File: src/rtl/alu_pkg.sv
// alu_pkg: shared ALU/writeback types, flag indices and entry layout
package alu_pkg;
   localparam int WB_BW = 16;
   localparam int WB_AW = 3;
   typedef enum logic [1:0] {ONZ_Z = 2'd0, ONZ_N = 2'd1, ONZ_O = 2'd2} onz_idx_e;
   typedef enum logic [2:0] {
      OP_ADD = 3'b000, OP_SUB = 3'b001, OP_AND = 3'b010, OP_OR = 3'b011,
      OP_XOR = 3'b100, OP_INC = 3'b101, OP_MOV = 3'b110, OP_MOV_ALT = 3'b111
   } alu_op_e;
   typedef struct packed {
      logic [WB_BW-1:0] result;
      logic [2:0]       onz;
      logic [WB_AW-1:0] rd;
      logic             flag_we;
   } wb_entry_t;
   function automatic int entry_w(input int bw, input int aw);
      return bw + 3 + aw + 1;
   endfunction
endpackage

File: src/rtl/wb_fifo2.sv
// wb_fifo2: 2-entry valid/ready FIFO, no push-through when full
module wb_fifo2 #(parameter int W = 23) (
   input  logic         clk,
   input  logic         rst_n,
   input  logic         in_valid,
   output logic         in_ready,
   input  logic [W-1:0] in_data,
   output logic         out_valid,
   input  logic         out_ready,
   output logic [W-1:0] out_data
);
   logic [W-1:0] mem [2];
   logic wr_ptr, rd_ptr, push, pop;
   logic [1:0] count;
   assign in_ready  = count != 2'd2;
   assign out_valid = count != 2'd0;
   assign out_data  = mem[rd_ptr];
   assign push = in_valid & in_ready;
   assign pop  = out_valid & out_ready;
   always_ff @(posedge clk or negedge rst_n) begin
      if (!rst_n) begin
         wr_ptr <= 1'b0;
         rd_ptr <= 1'b0;
         count  <= 2'd0;
      end else begin
         if (push) wr_ptr <= ~wr_ptr;
         if (pop) rd_ptr <= ~rd_ptr;
         count <= count + 2'(push) - 2'(pop);
      end
   end
   always_ff @(posedge clk) if (push) mem[wr_ptr] <= in_data;
endmodule

File: src/rtl/alu_writeback.sv
// alu_writeback: buffers ALU results and retires them into the register file and flags
module alu_writeback
   import alu_pkg::*;
#(
   parameter int BW   = WB_BW,
   parameter int NREG = 8,
   localparam int AW  = $clog2(NREG)
) (
   input  logic          clk,
   input  logic          rst_n,
   input  logic          in_valid,
   output logic          in_ready,
   input  logic [BW-1:0] in_result,
   input  logic [2:0]    in_onz,
   input  logic [AW-1:0] in_rd,
   input  logic          in_flag_we,
   input  logic          ext_we,
   input  logic [AW-1:0] ext_addr,
   input  logic [BW-1:0] ext_data,
   input  logic [AW-1:0] ra_addr,
   input  logic [AW-1:0] rb_addr,
   output logic [BW-1:0] ra_data,
   output logic [BW-1:0] rb_data,
   output logic [2:0]    flags,
   output logic          pending,
   output logic [AW-1:0] pending_rd
);
   typedef struct packed {
      logic [BW-1:0] result;
      logic [2:0]    onz;
      logic [AW-1:0] rd;
      logic          flag_we;
   } entry_t;
   entry_t in_e, head;
   logic head_valid, retire;
   logic [BW-1:0] rf [NREG];
   assign in_e = '{result: in_result, onz: in_onz, rd: in_rd, flag_we: in_flag_we};
   assign retire = head_valid & ~ext_we;
   wb_fifo2 #(.W(entry_w(BW, AW))) u_fifo (
      .clk(clk), .rst_n(rst_n),
      .in_valid(in_valid), .in_ready(in_ready), .in_data(in_e),
      .out_valid(head_valid), .out_ready(~ext_we), .out_data(head)
   );
   assign pending    = head_valid;
   assign pending_rd = head_valid ? head.rd : '0;
   assign ra_data    = rf[ra_addr];
   assign rb_data    = rf[rb_addr];
   always_ff @(posedge clk or negedge rst_n) begin
      if (!rst_n) begin
         for (int i = 0; i < NREG; i++) rf[i] <= '0;
         flags <= 3'b000;
      end else begin
         if (ext_we && ext_addr != '0) rf[ext_addr] <= ext_data;
         else if (retire && head.rd != '0) rf[head.rd] <= head.result;
         if (retire && head.flag_we) flags <= head.onz;
      end
   end
endmodule

File: config.mk
export PLATFORM = sky130hd
export DESIGN_NAME = alu_writeback
export DESIGN_NICKNAME = d
export VERILOG_FILES = /design/src/rtl/alu_pkg.sv /design/src/rtl/wb_fifo2.sv /design/src/rtl/alu_writeback.sv
export SDC_FILE = /design/constraint.sdc
export NUM_CORES = 1
export LEC_CHECK = 0
export CORE_MARGIN = 1
export CORE_UTILIZATION = 58
export DETAILED_ROUTE_END_ITERATION = 16
export PLACE_DENSITY = 0.85
export RECOVER_POWER = 25
export SETUP_SLACK_MARGIN = 0.05
export SLEW_MARGIN = 20
export SYNTH_ARGS = -nofsm -noshare
export SYNTH_HDL_FRONTEND = slang
export SYNTH_SLANG_ARGS = --single-unit
File: constraint.sdc
create_clock -name clk -period 2.91 [get_ports clk]
set_clock_uncertainty 0.05 [all_clocks]
set_input_delay 0.291 -clock clk [delete_from_list [all_inputs] [get_ports clk]]
set_output_delay 0.291 -clock clk [all_outputs]
set_load 0.01 [all_outputs]
==> results of run 1 <==
[layout make-up]
cell class                 instances  area share (%)
multi-input combinational        463           41.93
clock buffer                      21           3.967
clock inverter                    11           1.255
sequential                       181           40.14
tap                              220           2.321
inverter                           2         0.06330
timing repair buffer             126           10.32
[cell usage in the layout, fill, tap and decap left out, types with 4 or more instances in the layout]
cell / count
o2bb2ai_1: 80
nand2_1: 35
dfrtp_1: 134
edfxtp_1: 46
mux2_2: 88
mux2_4: 10
mux2i_1: 22
nor2_1: 11
o21ai_0: 31
a22oi_1: 33
dlygate4sd3_1: 24
mux4_2: 64
clkdlybuf4s50_1: 65
a22o_1: 32
o211ai_1: 4
clkbuf_16: 17
buf_4: 29
buf_12: 5
[flip-flops by register name (all words and copies together), names as in the netlist]
signal / count
u_fifo.count: 2
u_fifo.wr_ptr: 1
rf: 128
u_fifo.rd_ptr: 1
u_fifo.mem: 46
flags: 3
[cell families after synthesis]
logic type / Yosys count
mux: 185
simple gates: 71
compound gates: 202
flops: 181
fa+ha+maj: 1
xor+xnor: 4
buf+inv: 76
[metrics by stage]
step           cells  setup slack, ns  hold WS (ns)  power (mW)  utilization [%]
5_1_grt         1024          0.09114        0.3643       10.84            70.77
6_report        1024           0.1795        0.3429       10.48            70.77
2_1_floorplan    720           0.7088      -0.05459       6.517                -
3_5_place_dp     991           0.2930        0.3330       7.960            67.03
3_3_place_gp     991           0.3911        0.3263       7.719            67.03
4_1_cts         1024           0.2232        0.3473       10.40            70.78
[per-layer routing]
| layer | share of wire (%) | vias up |
|---|---|---|
| li1 | - | 3033 |
| met1 | 37 | 3792 |
| met2 | 47 | 622 |
| met3 | 11 | 132 |
| met4 | 4.7 | 0 |
| met5 | 0 | - |
[power breakdown]
part / internal, mW / switching [mW]
Sequential: 3.44 / 0.715
Combinational: 2.06 / 1.83
Clock: 1.42 / 0.996
Total: 6.93 / 3.55
[how the worst max path moves through the flow]
stage | from | depth (start not counted) | end | slack (ns)
CTS | u_fifo.rd_ptr | 4 | rf[19] | 0.22
floorplan | u_fifo.count[0] | 3 | u_fifo.mem[0][0] | 0.71
finish | u_fifo.rd_ptr | 4 | rf[19] | 0.18
global route | u_fifo.rd_ptr | 4 | rf[4] | 0.09
global placement | ext_we | 5 | rf[28] | 0.39
detailed placement | u_fifo.rd_ptr | 4 | rf[10] | 0.29
==> impl_results.md, run 1 <==
- Die ar.: approximately 18000 um^2
- WL final: between 20000 and 30000 um
- Sum Neg Setup Slack: 0 ns
- Initial antenna violation count: 0
- Crit-path cells: nor4b_2 > nor3_4 > a31oi_2 > o2bb2ai_1
- # diodes: 0
- Initial core utilization: between 60% and 70%
- GR Util met2: between 50% and 60%
- LEAKAGE: 4.701 nW
- Worst Setup Path Type: reg2reg
- Post-DR wirelength/cell: around 28 um
- Post-route design area: between 10000 and 15000 um^2
- Mapped Area: around 10000 um^2
- Setup-failing EPs final: 0
- Sequential element share of the synthesized area: 47.24%
- Multiplexer share of the synthesized area: 27.96%
- Max H-tree Level: 4
- Drt drc: 0
- Power Density: about 880 nW/um^2
- Max Slew Vio Count: 60
- CP arrival: just over 3 ns
- Post-synthesis cell type count: 52
- Syn nets: ~770
- Area grow syn2layout: 17.72%
- Post_cts resized: 0
- Total CTS buffers: 17
- Row count: 47
- Clk_lat worst skew: around 0.44 ns
- Gp weighted congestion: roughly 0.86
- Crit start category: register
- FF-to-FF Start: u_fifo.rd_ptr
- F_max: roughly 0.37 GHz
- Die Width: about 130 um
- Register area: 4761 um^2
- Synth Area in Adders: less than 1%
- CTS max path bufs: 2
- Avg Inst Size Synth: 13.99 um^2
- XOR/XNOR share of the synthesized area: less than 1%
- GRT Resource Usage Total: about a third
- Cell taking the most area after synthesis: dfrtp_1
- Placed inst area: between 10000 and 15000 um^2
- Mapped Cells: between 700 and 800
- Die Y: roughly 130 um
- Reg-to-reg slack, setup: 0.18 ns
- Vias in the first global route: between 7000 and 8000
- I/O Buffers: 91
- Grt met1 use: ~44%
- Cts hold-fix bufs: 1
- Worst Tran Pin Value: roughly 1.6 ns
- Ports: 92
- DP HPWL: 17940 um
- Hold Path Origin: rf[127]
- Grt met3 use: under 10%
- Reg2reg path depth: 4
- Total Nets Final: 844
- Largest family of logic cells by synthesized area: multiplexers
- CP max stage cell: a31oi_2
- Post-synth EDFFs: 46
- Max VDD drop: between 500 and 600 uV
- Reg clk slew, reported paths: 0.07 ns
- First drt pass iteration count: 5
- Area of the multi-input gates: about 5000 um^2
- DR vias: about 7600
- Prevailing post-synth register cell: dfrtp_1
- Largest net degree at the start of global routing: ~60
- Max-Cap Viols: 1
- Setup repair bufs after CTS: 0
- Global route overflow: 0
- Hold Path End: rf[127]
- Max_slew headroom: -3.488%
- CP max stage delay: 1.00 ns
- Layout cells sized above 1: approximately a third
- Final Hold Viols: 0
- Antenna Violating Nets Remaining: 0
- Post-synth top cells: dfrtp_1, mux2_2, o2bb2ai_1, mux4_2, edfxtp_1
- Buf/Inv on CP: 0
- Top cells by area, synth: dfrtp_1, mux4_2, edfxtp_1
- DR iter-0 viols: between 1000 and 1500
- RSZ-0062 raised after global routing: no
- Root buf cell: clkbuf_16
- Gr busiest metal: met2
- CP delay by family, top: compound AO/OA/AOI/OAI gates
- Cell with the most instances after synthesis: dfrtp_1
- Worst Hold Class: reg2reg
- Period utilization: roughly 94%
- Crit Reg-Reg Endpoint: rf[19]
- CP Capture Type: register
- Yosys warning total: 0
- Hold path depth: 0
- Via density: ~7.4
- Flip-flop and latch count after synthesis: between 150 and 200
- First-pass GRT wire length: 44340 um
- CTS tree: done
- Fill count: 1099
- Synth top area share: about a third
- Outcome: finished, violations left
- Minimum clock period: about 2.7 ns
- Post-synthesis compound-gate area fraction: approximately 17%
- Post-Synth Simple-Gate Area: roughly 3.9%
- Required @ worst endpoint: ~3.2 ns
- Clock sink count: approximately 180
- Ys async rst share: 74.59%
- Crit Path Max Fanout: 21
- Core region area: around 17000 um^2
- Failing checks: capacitance limit, slew limit
No activity file was read; power rests on OpenSTA's default activity.
==> run 2: changes to the inputs <==
--- a/config.mk
+++ b/config.mk
@@ -5,13 +5,15 @@
 export SDC_FILE = /design/constraint.sdc
 export NUM_CORES = 1
 export LEC_CHECK = 0
+export CAP_MARGIN = 10
 export CORE_MARGIN = 1
 export CORE_UTILIZATION = 58
 export DETAILED_ROUTE_END_ITERATION = 16
-export PLACE_DENSITY = 0.85
+export PLACE_DENSITY = 0.86
 export RECOVER_POWER = 25
 export SETUP_SLACK_MARGIN = 0.05
 export SLEW_MARGIN = 20
 export SYNTH_ARGS = -nofsm -noshare
 export SYNTH_HDL_FRONTEND = slang
+export SYNTH_HIERARCHICAL = 1
 export SYNTH_SLANG_ARGS = --single-unit
==> run 2 against run 1 <==
Net effect: the flow now finishes without violations; area after synthesis down 2.5%; first-iteration DRC count down 15%; power down 4.8%; non-clock buffer count down 4; flip-flop and latch count unchanged; highest routed layer unchanged; hold slack better by 0.0053 ns; combinational power down 4%; critical endpoint is now ra_data[3].
==> impl_results.md, run 2 <==
- Setup crit end: ra_data[3]
- Power Density: 861.7 nW/um^2 (-2.4%)
- Die Width: 132.2 um (-1.2%)
- Global route overflow: 0 (unchanged)
- Die ar.: 17460 um^2 (-2.4%)
- Fin util: 69.78% (-0.99 points)
- Required @ worst endpoint: 2.57 ns (-0.64 ns)
- CTS tree: done
- Total Nets Final: 839 (-0.59%)
- Layout cells sized above 1: 36.72% (+4.9 points)
- Worst Tran Pin Value: 1.134 ns (-0.4182 ns)
- Setup slack after layout: 0.3171 ns (+0.1376 ns)
- Prevailing post-synth register cell: dfrtp_1
- Avg Inst Size Synth: 13.65 um^2 (-2.5%)
- CP Capture Type: primary output
- Root buf cell: clkbuf_16
- Outcome: complete, no violations
- Reg clk slew, reported paths: 0.06 ns (about the same)
- Max VDD drop: 519.9 uV (-4.5%)
- Mapped Cells: 720 (unchanged)
- Register area: 4760 um^2 (about the same)
- FF-to-FF Start: u_fifo/rd_ptr
- Drt drc: 0 (unchanged)
- Post-synthesis cell type count: 37 (-29%)
- Flip-flop and latch count after synthesis: 181 (unchanged)
- DR iter-0 viols: 872 (-15%)
- Sequential element share of the synthesized area: 48.44% (+1.2 points)
- Setup repair bufs after CTS: 0 (unchanged)
- WL final: 26180 um (-8.2%)
- Sum Neg Setup Slack: 0 ns (unchanged)
- CP arrival: 2.25 ns (-0.78 ns)
- Period utilization: 89.10% (-4.7 points)
- Post-synth top cells: dfrtp_1, mux2_2, o22ai_1, mux4_2, clkbuf_1
- Final Hold Viols: 0 (unchanged)
- Area of the multi-input gates: 4717 um^2 (-5.2%)
- Max H-tree Level: 4 (unchanged)
- First-pass GRT wire length: 41230 um (-7.0%)
- Hold path depth: 0 (unchanged)
- Yosys warning total: 6 (+6)
- Mapped Area: 9826 um^2 (-2.5%)
- Die Y: 132.2 um (-1.2%)
- Fill count: 1076 (-2.1%)
- Dpl ws: 0.2531 ns (-0.03990 ns)
- First drt pass iteration count: 5 (unchanged)
- F_max: 0.3857 GHz (+5.3%)
- Worst Setup Path Type: in2out
- Minimum clock period: 2.593 ns (-0.1376 ns)
- Syn nets: 774 (+0.13%)
- Ys async rst share: 74.59% (unchanged)
- Commonest non-fill, non-tap cells in the layout: mux2_2, dfrtp_1, o22ai_1, clkdlybuf4s50_1, mux4_2
- Biggest regs: rf x128, u_fifo/mem x46, flags x3
- Initial core utilization: 59.25% (-0.86 points)
- Post-DR wirelength/cell: 25.72 um (-7.7%)
- Top cells by area, synth: dfrtp_1, mux2_2, mux4_2
- DP HPWL: 16800 um (-6.3%)
- Via density: 6.982 (-5.7%)
- Total power: 9.971 mW (-4.8%)
- Initial antenna violation count: 0 (unchanged)
- Antenna Violating Nets Remaining: 0 (unchanged)
- LEAKAGE: 4.743 nW (+0.91%)
- Biggest register: rf
- Total CTS buffers: 17 (unchanged)
- CTS max path bufs: 2 (unchanged)
- Crit start category: primary input
- Clock sink count: 181 (unchanged)
- Max Slew Vio Count: 0 (-100%)
- Core region area: 16580 um^2 (-1.1%)
- RSZ-0062 raised after global routing: no
- Crit Path Max Fanout: 32 (+52%)
- Area grow syn2layout: 17.76% (about the same)
- Worst Hold Class: reg2reg
- Vias in the first global route: 7543 (-3.5%)
- Reg2reg path depth: 5 (+1)
- Crit. Startpoint: ra_addr[1]
- Setup-failing EPs final: 0 (unchanged)
- GRT Resource Usage Total: 31.64% (-2.0 points)
- Gp weighted congestion: 0.8441 (-2.2%)
- Max-Cap Viols: 0 (-1)
- Post-synth EDFFs: 46 (unchanged)
- Cell taking the most area after synthesis: dfrtp_1
- Row count: 47 (unchanged)
- Clk_lat worst skew: 0.43 ns (about the same)
- Ports: 92 (unchanged)
- Dpl cells: 985 (-0.61%)
- Max_slew headroom: 24.38% (+28 points)
- Crit Reg-Reg Endpoint: rf[70]
- DR vias: 7108 (-6.2%)
- Post-route insts no fill: 1018 (-0.59%)
- Largest net degree at the start of global routing: 55 (-9.8%)
- Reg-to-reg slack, setup: 0.38 ns (+0.20 ns)
- # diodes: 0 (unchanged)
- I/O Buffers: 91 (unchanged)
- Max FFs per register: 128 (unchanged)
- Synth top area share: 34.38% (+0.85 points)
==> run 2: cell families after synthesis <==
kind of cell,after synthesis,share of synthesized area [%]
mux,218,33.04
flops,181,48.44
compound gates,137,9.321
simple gates,98,4.852
buf+inv,80,3.731
xor+xnor,4,0.3566
fa+ha+maj,2,0.2546
==> run 2: power by group <==
part | internal, mW | switching (mW)
clock | 1.38 | 0.979
sequential | 3.35 | 0.519
combinational | 1.95 | 1.78
==> run 2: metrics by stage <==
stage,hold WS [ns],area [um^2]
6_report,0.3483,11570
4_1_cts,0.3497,11560
3_3_place_gp,0.2425,10940
3_5_place_dp,0.2497,10940
2_1_floorplan,-0.05459,9826
5_1_grt,0.3639,11570
==> run 2: routing by layer <==
layer | track usage, % | routed length, um | vias to the layer above | share of wire [%]
met4 | 16.41 | 1087 | 0 | 4.2
met3 | 7.728 | 2638 | 117 | 10
met1 | 40.80 | 9676 | 3531 | 37
met5 | 0 | 0 | - | 0
met2 | 50.15 | 12780 | 517 | 49
li1 | - | - | 2943 | -
==> run 2: timing repair <==
action | CTS | global route
hold endpoints to repair | 36 | 0
hold buffers | 1 | 0
gates resized for setup | 0 | 0
==> run 2: cell type report <==
cell class | instances | area share, %
clock buffers | 23 | 4.282
inverters | 4 | 0.1298
repair buffers | 122 | 10.28
clock inverters | 9 | 1.027
flip-flops and latches | 181 | 41.13
well taps | 220 | 2.379
multi-input cells | 459 | 40.77
==> run 2: worst min-delay path by stage <==
stage | startpoint | end | slack, ns
global route | rf[112] | rf[112] | 0.36
detailed placement | rst_n | rf[104] | 0.25
global placement | rst_n | rf[120] | 0.24
floorplan | rst_n | flags[0] | -0.05
finish | rf[122] | rf[122] | 0.35
CTS | rst_n | rf[104] | 0.35
==> run 2: critical path, stage by stage <==
cell and delay [ns]:
clkdlybuf4s50_1 0.50, buf_12 0.25, mux4_2 0.37, mux2_2 0.32
clkdlybuf4s50_1 0.50
